$ cat config.mk
export PLATFORM = sky130hd
export DESIGN_NAME = kb_controller
export DESIGN_NICKNAME = d
export VERILOG_FILES = /design/src/rtl/kb_ctrl_pkg.sv /design/src/rtl/kb_event_fifo.sv /design/src/rtl/kb_controller.sv
export SDC_FILE = /design/constraint.sdc
export NUM_CORES = 1
export LEC_CHECK = 0
export CORE_ASPECT_RATIO = 0.5
export CORE_MARGIN = 10
export CORE_UTILIZATION = 45
export CTS_BUF_LIST = sky130_fd_sc_hd__clkbuf_2
export DETAILED_ROUTE_END_ITERATION = 10
export PLACE_DENSITY_LB_ADDON = 0.2
export SYNTH_ARGS = -nofsm -noshare
export SYNTH_HDL_FRONTEND = slang
export SYNTH_SLANG_ARGS = --single-unit
$ cat constraint.sdc
create_clock -name i_clk -period 3.9 [get_ports i_clk]
set_input_delay 0.78 -clock i_clk [delete_from_list [all_inputs] [get_ports i_clk]]
set_output_delay 0.78 -clock i_clk [all_outputs]
set_load 0.005 [all_outputs]
$ cat src/rtl/kb_ctrl_pkg.sv
// kb_ctrl_pkg: scancode constants, decoder states and event type
// shared by the keyboard controller and its event FIFO.
package kb_ctrl_pkg;

  localparam logic [7:0] SC_E0     = 8'hE0;
  localparam logic [7:0] SC_F0     = 8'hF0;
  localparam logic [7:0] SC_E1     = 8'hE1;
  localparam logic [7:0] SC_AA     = 8'hAA;
  localparam logic [7:0] SC_FA     = 8'hFA;
  localparam logic [7:0] SC_FE     = 8'hFE;
  localparam logic [7:0] SC_00     = 8'h00;
  localparam logic [7:0] SC_FF     = 8'hFF;
  localparam logic [7:0] SC_CAPS   = 8'h58;
  localparam logic [7:0] SC_NUM    = 8'h77;
  localparam logic [7:0] SC_SCROLL = 8'h7E;

  localparam int LED_SCROLL = 0;
  localparam int LED_NUM    = 1;
  localparam int LED_CAPS   = 2;

  typedef enum logic [2:0] {
    S_BASE,
    S_EXT,
    S_BRK,
    S_EXT_BRK,
    S_PAUSE
  } dec_state_t;

  typedef struct packed {
    logic       ext;
    logic       brk;
    logic [7:0] code;
  } kb_event_t;

  function automatic logic is_protocol(input logic [7:0] b);
    return (b == SC_FA) || (b == SC_FE) ||
           (b == SC_00) || (b == SC_FF);
  endfunction

endpackage

$ cat src/rtl/kb_event_fifo.sv
// kb_event_fifo: synchronous event FIFO; a push while full is
// accepted only when a pop happens on the same edge.
module kb_event_fifo
  import kb_ctrl_pkg::*;
#(
  parameter int DEPTH = 8
) (
  input  logic                     clk,
  input  logic                     rst_n,
  input  logic                     push,
  input  kb_event_t                push_data,
  input  logic                     pop,
  output kb_event_t                head,
  output logic                     full,
  output logic                     empty,
  output logic [$clog2(DEPTH):0]   level
);

  localparam int AW = $clog2(DEPTH);

  kb_event_t        mem [DEPTH];
  logic [AW-1:0]    wr_ptr;
  logic [AW-1:0]    rd_ptr;
  logic [AW:0]      count;
  logic             do_push;
  logic             do_pop;

  assign empty   = (count == '0);
  assign full    = (count == (AW+1)'(DEPTH));
  assign do_pop  = pop && !empty;
  assign do_push = push && (!full || do_pop);
  assign level   = count;
  assign head    = empty ? '0 : mem[rd_ptr];

  // Storage, pointers and occupancy.
  always_ff @(posedge clk or negedge rst_n) begin
    if (!rst_n) begin
      wr_ptr <= '0;
      rd_ptr <= '0;
      count  <= '0;
      for (int i = 0; i < DEPTH; i++) begin
        mem[i] <= '0;
      end
    end else begin
      if (do_push) begin
        mem[wr_ptr] <= push_data;
        wr_ptr      <= wr_ptr + AW'(1);
      end
      if (do_pop) begin
        rd_ptr <= rd_ptr + AW'(1);
      end
      unique case ({do_push, do_pop})
        2'b10:   count <= count + (AW+1)'(1);
        2'b01:   count <= count - (AW+1)'(1);
        default: count <= count;
      endcase
    end
  end

endmodule

$ cat src/rtl/kb_controller.sv
// kb_controller: set-2 scancode decoder, lock/LED tracking, event FIFO.
// Optional KB_CTRL_TYPEMATIC_FILTER_EN drops repeated identical makes.
module kb_controller
  import kb_ctrl_pkg::*;
#(
  parameter int FIFO_DEPTH = 8
) (
  input  logic                          i_clk,
  input  logic                          i_rst_n,
  input  logic [7:0]                    i_keycode,
  input  logic                          i_ready,
  input  logic                          i_clear_locks,
  output logic [2:0]                    o_led_status,
  output logic                          o_ev_valid,
  input  logic                          i_ev_ready,
  output logic [7:0]                    o_ev_code,
  output logic                          o_ev_ext,
  output logic                          o_ev_break,
  output logic [$clog2(FIFO_DEPTH):0]   o_level,
  output logic                          o_overflow
);

  dec_state_t state;
  dec_state_t state_n;
  logic [2:0] skip;
  logic [2:0] skip_n;
  logic       emit;
  logic       aa_clr;
  kb_event_t  ev;
  logic [2:0] key_mask;
  logic [2:0] lock;
  logic [2:0] held;
  logic       repeat_hit;
  logic       push;
  logic       pop;
  logic       full;
  logic       empty;
  kb_event_t  head;
  logic       ovf;

  // Decoder state and pause-skip counter.
  always_ff @(posedge i_clk or negedge i_rst_n) begin
    if (!i_rst_n) begin
      state <= S_BASE;
      skip  <= '0;
    end else begin
      state <= state_n;
      skip  <= skip_n;
    end
  end

  // Next state, event emission and AA reset detection.
  always_comb begin
    state_n = state;
    skip_n  = skip;
    emit    = 1'b0;
    aa_clr  = 1'b0;
    ev      = '0;
    if (i_ready && !is_protocol(i_keycode)) begin
      unique case (state)
        S_BASE: begin
          unique case (1'b1)
            i_keycode == SC_E0: state_n = S_EXT;
            i_keycode == SC_F0: state_n = S_BRK;
            i_keycode == SC_E1: begin
              state_n = S_PAUSE;
              skip_n  = 3'd7;
            end
            i_keycode == SC_AA: aa_clr = 1'b1;
            default: begin
              emit    = 1'b1;
              ev.code = i_keycode;
            end
          endcase
        end
        S_EXT: begin
          if (i_keycode == SC_F0) begin
            state_n = S_EXT_BRK;
          end else begin
            emit    = 1'b1;
            ev.ext  = 1'b1;
            ev.code = i_keycode;
            state_n = S_BASE;
          end
        end
        S_BRK: begin
          emit    = 1'b1;
          ev.brk  = 1'b1;
          ev.code = i_keycode;
          state_n = S_BASE;
        end
        S_EXT_BRK: begin
          emit    = 1'b1;
          ev.ext  = 1'b1;
          ev.brk  = 1'b1;
          ev.code = i_keycode;
          state_n = S_BASE;
        end
        S_PAUSE: begin
          if (skip == 3'd1) begin
            emit    = 1'b1;
            ev.ext  = 1'b1;
            ev.code = SC_E1;
            state_n = S_BASE;
            skip_n  = '0;
          end else begin
            skip_n = skip - 3'd1;
          end
        end
        default: state_n = S_BASE;
      endcase
    end
  end

  // Map a non-extended emitted event to its lock bit.
  always_comb begin
    key_mask = '0;
    if (emit && !ev.ext) begin
      unique case (1'b1)
        ev.code == SC_CAPS:   key_mask[LED_CAPS]   = 1'b1;
        ev.code == SC_NUM:    key_mask[LED_NUM]    = 1'b1;
        ev.code == SC_SCROLL: key_mask[LED_SCROLL] = 1'b1;
        default:              key_mask = '0;
      endcase
    end
  end

  // Lock toggles on first make only; clears win over toggles.
  always_ff @(posedge i_clk or negedge i_rst_n) begin
    if (!i_rst_n) begin
      lock <= '0;
      held <= '0;
    end else if (i_clear_locks || aa_clr) begin
      lock <= '0;
      held <= '0;
    end else if (ev.brk) begin
      held <= held & ~key_mask;
    end else begin
      lock <= lock ^ (key_mask & ~held);
      held <= held | key_mask;
    end
  end

`ifdef KB_CTRL_TYPEMATIC_FILTER_EN
  logic [8:0] last_make;
  logic       last_vld;

  assign repeat_hit = emit && !ev.brk && last_vld &&
                      (last_make == {ev.ext, ev.code});

  // Remember the most recent make; any break forgets it.
  always_ff @(posedge i_clk or negedge i_rst_n) begin
    if (!i_rst_n) begin
      last_make <= '0;
      last_vld  <= 1'b0;
    end else if (emit) begin
      if (ev.brk) begin
        last_vld <= 1'b0;
      end else begin
        last_make <= {ev.ext, ev.code};
        last_vld  <= 1'b1;
      end
    end
  end
`else
  assign repeat_hit = 1'b0;
`endif

  assign push = emit && !repeat_hit;
  assign pop  = i_ev_ready;

  kb_event_fifo #(
    .DEPTH (FIFO_DEPTH)
  ) u_fifo (
    .clk       (i_clk),
    .rst_n     (i_rst_n),
    .push      (push),
    .push_data (ev),
    .pop       (pop),
    .head      (head),
    .full      (full),
    .empty     (empty),
    .level     (o_level)
  );

  // Pulse when an event arrives to a full FIFO with no pop.
  always_ff @(posedge i_clk or negedge i_rst_n) begin
    if (!i_rst_n) begin
      ovf <= 1'b0;
    end else begin
      ovf <= push && full && !(pop && !empty);
    end
  end

  assign o_led_status = lock;
  assign o_ev_valid   = !empty;
  assign o_ev_code    = head.code;
  assign o_ev_ext     = head.ext;
  assign o_ev_break   = head.brk;
  assign o_overflow   = ovf;

endmodule

* After elaboration in Yosys (flattened, before gate mapping)
Cells that the tools add are included. W data, S select, Z words.
Word-level totals: register bits 103, input port bits 13, output and inout bits 19
Operators by class: mux-type cells 38, equality and inequality tests 22, $add $sub $neg 5, $lt $le $gt $ge 3, bitwise logic cells 8, reductions and logical operators 26
Operators with widths (count):
- $bwmux W80 | 1
- $eq A8 B8 Y1 const B | 7
- $mux W10 | 5
- $pmux W8 S4 | 1
- $bmux W10 S3 | 1
- $demux W10 S3 | 1
- $eq A8 B7 Y1 const B | 3
- $mux W3 | 8
- $mux W8 | 3
- $pmux W3 S3 | 2
- $mux W1 | 11
- $ge A4 B4 Y1 const B | 2
- $logic_not A8 Y1 | 1
- $not A3 Y4 | 2
- $pmux W4 S2 | 1
- $logic_and A1 B1 Y1 | 7
- $add A3 B1 Y3 const B | 2
- $and A3 B3 Y3 | 2
- $eq A3 B1 Y1 const B | 2
- $eq A3 B2 Y1 const B | 2
- $ne A2 B2 Y1 const B | 3
- $not A3 Y3 | 2
- $pmux W3 S2 | 1
- $reduce_and A3 Y1 | 2
- other kinds (21) | 30

* Longest topological paths before layout
depth after elaboration 14, depth in mapped cells 14, depth with buffers taken out 14

* By module
Synthesis repeated with hierarchy kept, for this count alone.
Second synthesis, totals: cells, all modules 399, area, all modules 5262.5 um^2
Modules (own cells, without submodules):
- kb_event_fifo | sequential area each 2252.2 um^2, area each 4201.5 um^2, instances 1, cells each 268
- kb_controller | sequential area each 325.3 um^2, area each 1061.0 um^2, instances 1, cells each 131

* Least setup slack after synthesis
Ideal clock, no wire load.
path type in2reg, start input port i_keycode[1], end register u_fifo.count[2], in the netlist u_fifo.level[2], cell stages on the path 13, arrival 3112 ps, buffers on the path 1, path slack 661 ps, library setup time 127 ps, cells stage by stage buf_2 or4_4 o211ai_2 nand2_1 o211a_2 inv_2 ha_1 xor2_1 ha_1 a21oi_1 xor2_1 nor2_1 xor2_1
On the way: cells in the longest elaborated chain, start to end 10
Ends and longest elaborated chain:
- start, declared | line kb_controller.sv:10 | input logic [7:0] i_keycode,
- branches (longest 6 deep; another with $eq A8 B8 Y1)
- $mux W1 * | line kb_controller.sv:59 | if (i_ready && !is_protocol(i_keycode)) begin
- $logic_and A1 B1 Y1 * | line kb_event_fifo.sv:31 | assign do_push = push && (!full || do_pop);
- $eq A2 B1 Y1 or $eq A2 B2 Y1 (tied branches) | line kb_event_fifo.sv:52 | unique case ({do_push, do_pop})
- $pmux W4 S2 or $reduce_bool A2 Y1 (tied branches)
- end signal, assigned | line kb_event_fifo.sv:53 | 2'b10: count <= count + (AW+1)'(1);
- end signal, assigned | line kb_event_fifo.sv:54 | 2'b01: count <= count - (AW+1)'(1);
- end signal, assigned | line kb_event_fifo.sv:55 | default: count <= count;
- end, declared | line kb_event_fifo.sv:24 | logic [AW:0] count;
Mark *: on every way between the ends. A chain may end at the register's enable or synchronous reset.

* Worst setup path after layout
start register u_fifo.rd_ptr[0], end output port o_ev_code[0]
On the way: cells in the longest elaborated chain, start to end 5
Ends and longest elaborated chain:
- start, declared | line kb_event_fifo.sv:23 | logic [AW-1:0] rd_ptr;
- start signal, assigned | line kb_event_fifo.sv:50 | rd_ptr <= rd_ptr + AW'(1);
- $not A3 Y4 (implied by the code) | line kb_event_fifo.sv:33 | assign head = empty ? '0 : mem[rd_ptr];
- $bmux W10 S3 | line kb_event_fifo.sv:33
- $mux W10 (implied by the code) (2 in a row) | line kb_event_fifo.sv:33
- $mux W10 | line kb_event_fifo.sv:33
- end, declared | line kb_controller.sv:16 | output logic [7:0] o_ev_code,
Every way passes these cells. The select of a mux whose other input is x is not followed.

==> impl_metrics.csv <==
group,metric,value,unit
place,place_hpwl,8190,um
layout,layout-drive-gt1-share,0.273,
synthesis,synth_edf_count,0,
floorplanning,die_x,174,um
setup_path,startpoint_type,"flop",
timing,setup_tns,0,ns
route,drtIter0Drc,262,
power_and_ir_drop,p_leak,2.74,nW
global_route,grt_overflow,0,
setup_path,path_buf_inv,2,
place,placed_area,5910,sq um
layout,fin_area,6060,sq um
clock_tree,root_buffer,"clkbuf_2",
synthesis,synth_ff_type,"dfrtp_1",
power_and_ir_drop,power,0.00392,W
synthesis,synthArstFlopShare,1.00,
route,dr.pass1.iters,4,
clock_tree,path_clk_slew,0.29,ns
global_route,grt_max_degree,57,
route,avgViaCountPerCell,5.55,
synthesis,syn-cell-area,5360,sq um
clock_tree,cts_inserted_buffers,9,
setup_path,cp.depth,5,
synthesis,synth_cells,422,
timing,rsz0062_at_grt,"no",
clock_tree,postCtsHoldBufs,0,
global_route,antenna_found_initial,0,
floorplanning,start_util,0.457,
floorplanning,die_area,17000,sq um
clock_tree,cts_htree_levels,3,
setup_path,path_cells,"buf_4, mux4_2, mux2i_1, nor2_1, clkdlybuf4s50_1",
global_route,grt_pass1_vias,3477,
setup_path,cp_slowest_cell,"mux4_2",
power_and_ir_drop,ir_drop,0.278,mV
layout,antenna_cells,0,
floorplanning,die_h,97.2,um
global_route,grt_util_all_layers,0.144,
setup_path,required,3.12,ns
route,ant_nets,0,
synthesis,yosysSeqAreaShare,0.481,
setup_path,cp_slowest_stage_delay,0.59,ns
outcome,status,"completed",
clock_tree,ctsLongestPathBuffers,2,
route,vias,3476,
floorplanning,io_pins,32,
power_and_ir_drop,power_density,647,nW/um^2
setup_path,worstSetupEndpointType,"output port",
synthesis,synth_fp_nets,442,
setup_path,arrival,2.70,ns
clock_tree,clock_latency,0.61,ns
synthesis,synth-seq-cells,103,
global_route,grt_pass1_wl,19300,um
timing,slew_headroom,0.369,
setup_path,path_class,"flop to output port",
route,drcViolationCount,0,
setup_path,cp_max_fo,22,
floorplanning,fp.coreArea,11700,sq um
place,dp_cells,610,
synthesis,avgSynthCellArea,12.7,sq um
run,drv_cap,0,
timing,layout_min_cycle_time,3.48,ns
timing,max_freq,287,MHz
clock_tree,cts_tree,"built",
place,place_congestion,0.832,
clock_tree,cts_num_sinks,103,
timing,fin_crit_sh,0.893,
floorplanning,placementRows,28,
layout,area_delta_synth_final,13.0,%
timing,worst_pin_slew,0.939,ns
synthesis,ys.warnings.count,0,
timing,fin_worst_skew,0.0355,ns
route,drt-total-wl,11900,um
clock_tree,post_cts_resized,0,
setup_path,reg2regPathDepth,12,
timing,setup_violations,0,
route,routedWlPerCell,19.0,um
layout,nets,476,
timing,holdWs,0.147,ns
setup_path,crit_family,"buffers and inverters",
clock_tree,cts_setup_buffers,0,
layout,finalNonFillerCells,626,
synthesis,synth.distinct_cells,66,
timing,slew_violations,0,
layout,fill_cells,1018,
worst_hold_path,hold_path.class,"primary input to asynchronous set/reset pin",
place,io_buffers,31,
timing,hold_viol,0,
[worst reg2reg max path, delay by kind of cell (launching register included)]
kind | cells | cell delay, ns
flops | 1 | 0.56
fa+ha+maj | 2 | 0.44
compound gates | 4 | 0.97
simple gates | 2 | 0.42
buf+inv | 1 | 0.09
xor+xnor | 3 | 0.47
[layout by cell type (no fill, tap or decap), types with 3 or more instances in the layout]
cell	instances
a21oi_1	6
a31oi_1	4
and2_1	3
and3_1	4
buf_4	19
clkbuf_2	10
clkdlybuf4s50_1	30
dfrtp_1	103
ha_1	7
inv_1	6
mux2_1	42
mux2_2	44
mux2i_1	10
mux4_2	20
nand2_1	20
nand2b_1	3
nand3_1	5
nand4_1	3
nand4b_1	3
nor2_1	31
nor3_1	4
nor4_1	5
nor4b_2	4
o21ai_0	9
o21ai_1	3
o31ai_1	4
xnor2_1	4
xor2_1	5
[routing by layer]
layer  GRT usage  part of all wire  up-vias
met5           0                 0        -
met4      0.0372             0.013        0
met3      0.0369             0.036       11
met2       0.210              0.43       65
met1       0.206              0.52     1777
li1            -                 -     1623
[final timing paths]
path / startpoint / end / slack (ns)
max: u_fifo.rd_ptr[0]$_DFFE_PN0P_ / o_ev_code[0] / 0.42
min: i_rst_n / u_fifo.mem[1]$_DFFE_PN0P_ / 0.15
max reg2reg: state[2]$_DFFE_PN0P_ / u_fifo.level[2]$_DFFE_PN0P_ / 0.87
min reg2reg: u_fifo.mem[76]$_DFFE_PN0P_ / u_fifo.mem[76]$_DFFE_PN0P_ / 0.52
max in group asynchronous: i_rst_n / u_fifo.mem[62]$_DFFE_PN0P_ / 2.95
min in group i_clk: u_fifo.mem[76]$_DFFE_PN0P_ / u_fifo.mem[76]$_DFFE_PN0P_ / 0.52
[cell usage after synthesis, types with 2 or more instances]
| library cell | count | area share |
|---|---|---|
| dfrtp_1 | 103 | 0.48 |
| mux2_2 | 44 | 0.092 |
| mux2_1 | 42 | 0.088 |
| nor2_1 | 31 | 0.022 |
| mux4_2 | 20 | 0.084 |
| nand2_1 | 20 | 0.014 |
| clkbuf_1 | 13 | 0.0091 |
| mux2i_1 | 10 | 0.019 |
| o21ai_0 | 9 | 0.0084 |
| buf_2 | 7 | 0.0065 |
| ha_1 | 7 | 0.016 |
| a21oi_1 | 6 | 0.0056 |
| inv_1 | 6 | 0.0042 |
| nor4_1 | 6 | 0.0070 |
| nand3_1 | 5 | 0.0047 |
| xor2_1 | 5 | 0.0082 |
| a31oi_1 | 4 | 0.0047 |
| and3_1 | 4 | 0.0047 |
| nor3_1 | 4 | 0.0037 |
| o31ai_1 | 4 | 0.0056 |
| xnor2_1 | 4 | 0.0065 |
| and2_1 | 3 | 0.0035 |
| buf_1 | 3 | 0.0021 |
| buf_6 | 3 | 0.0063 |
| nand2b_1 | 3 | 0.0035 |
| nand4_1 | 3 | 0.0035 |
| nand4b_1 | 3 | 0.0049 |
| nor4b_1 | 3 | 0.0049 |
| o21ai_1 | 3 | 0.0028 |
| a21boi_0 | 2 | 0.0028 |
| and2b_2 | 2 | 0.0033 |
| and3_2 | 2 | 0.0028 |
| nor2b_1 | 2 | 0.0023 |
| o22ai_1 | 2 | 0.0023 |
| or4_1 | 2 | 0.0028 |
| or4_4 | 2 | 0.0042 |
[state kept, by name (all words and copies together), names as in the netlist]
| register | flops |
|---|---|
| u_fifo.wr_ptr | 3 |
| state | 3 |
| o_overflow | 1 |
| skip | 3 |
| o_led_status | 3 |
| held | 3 |
| u_fifo.rd_ptr | 3 |
| u_fifo.mem | 80 |
| u_fifo.level | 4 |
[report_power, final]
group | leakage, nW | internal [W] | switching (W)
clock | 0.0859 | 0.000224 | 0.000377
combinational | 1.30 | 0.000921 | 0.000694
sequential | 1.34 | 0.00141 | 0.000293
[metrics by stage]
stage / worst slack [ns] / util
3_5_place_dp: 0.0889 / 0.504
6_report: 0.418 / 0.516
2_1_floorplan: 0.661 / -
4_1_cts: 0.347 / 0.516
3_3_place_gp: 0.137 / 0.504
5_1_grt: 0.178 / 0.516
[area by class of cell]
cell class / count / area (sq um) / area share
Clock inverter: 6 / 101 / 0.0167
Multi-Input combinational cell: 286 / 2660 / 0.438
Tap cell: 165 / 206 / 0.0341
Inverter: 7 / 26.3 / 0.00434
Clock buffer: 10 / 50.0 / 0.00826
Sequential cell: 103 / 2580 / 0.425
Timing Repair Buffer: 49 / 443 / 0.0731
[cell families (layout without fill, tap and decap cells)]
logic type | count (synthesis) | count (layout) | synth area share
AO/OA/AOI/OAI | 43 | 43 | 0.0539
XOR/XNOR | 9 | 9 | 0.0147
adder cells (fa/ha/maj) | 7 | 7 | 0.0163
buffers and inverters | 33 | 72 | 0.0289
flip-flops | 103 | 103 | 0.481
multiplexers | 116 | 116 | 0.283
AND/OR/NAND/NOR | 111 | 111 | 0.122
Note: power is estimated with default switching activity, not from simulation.
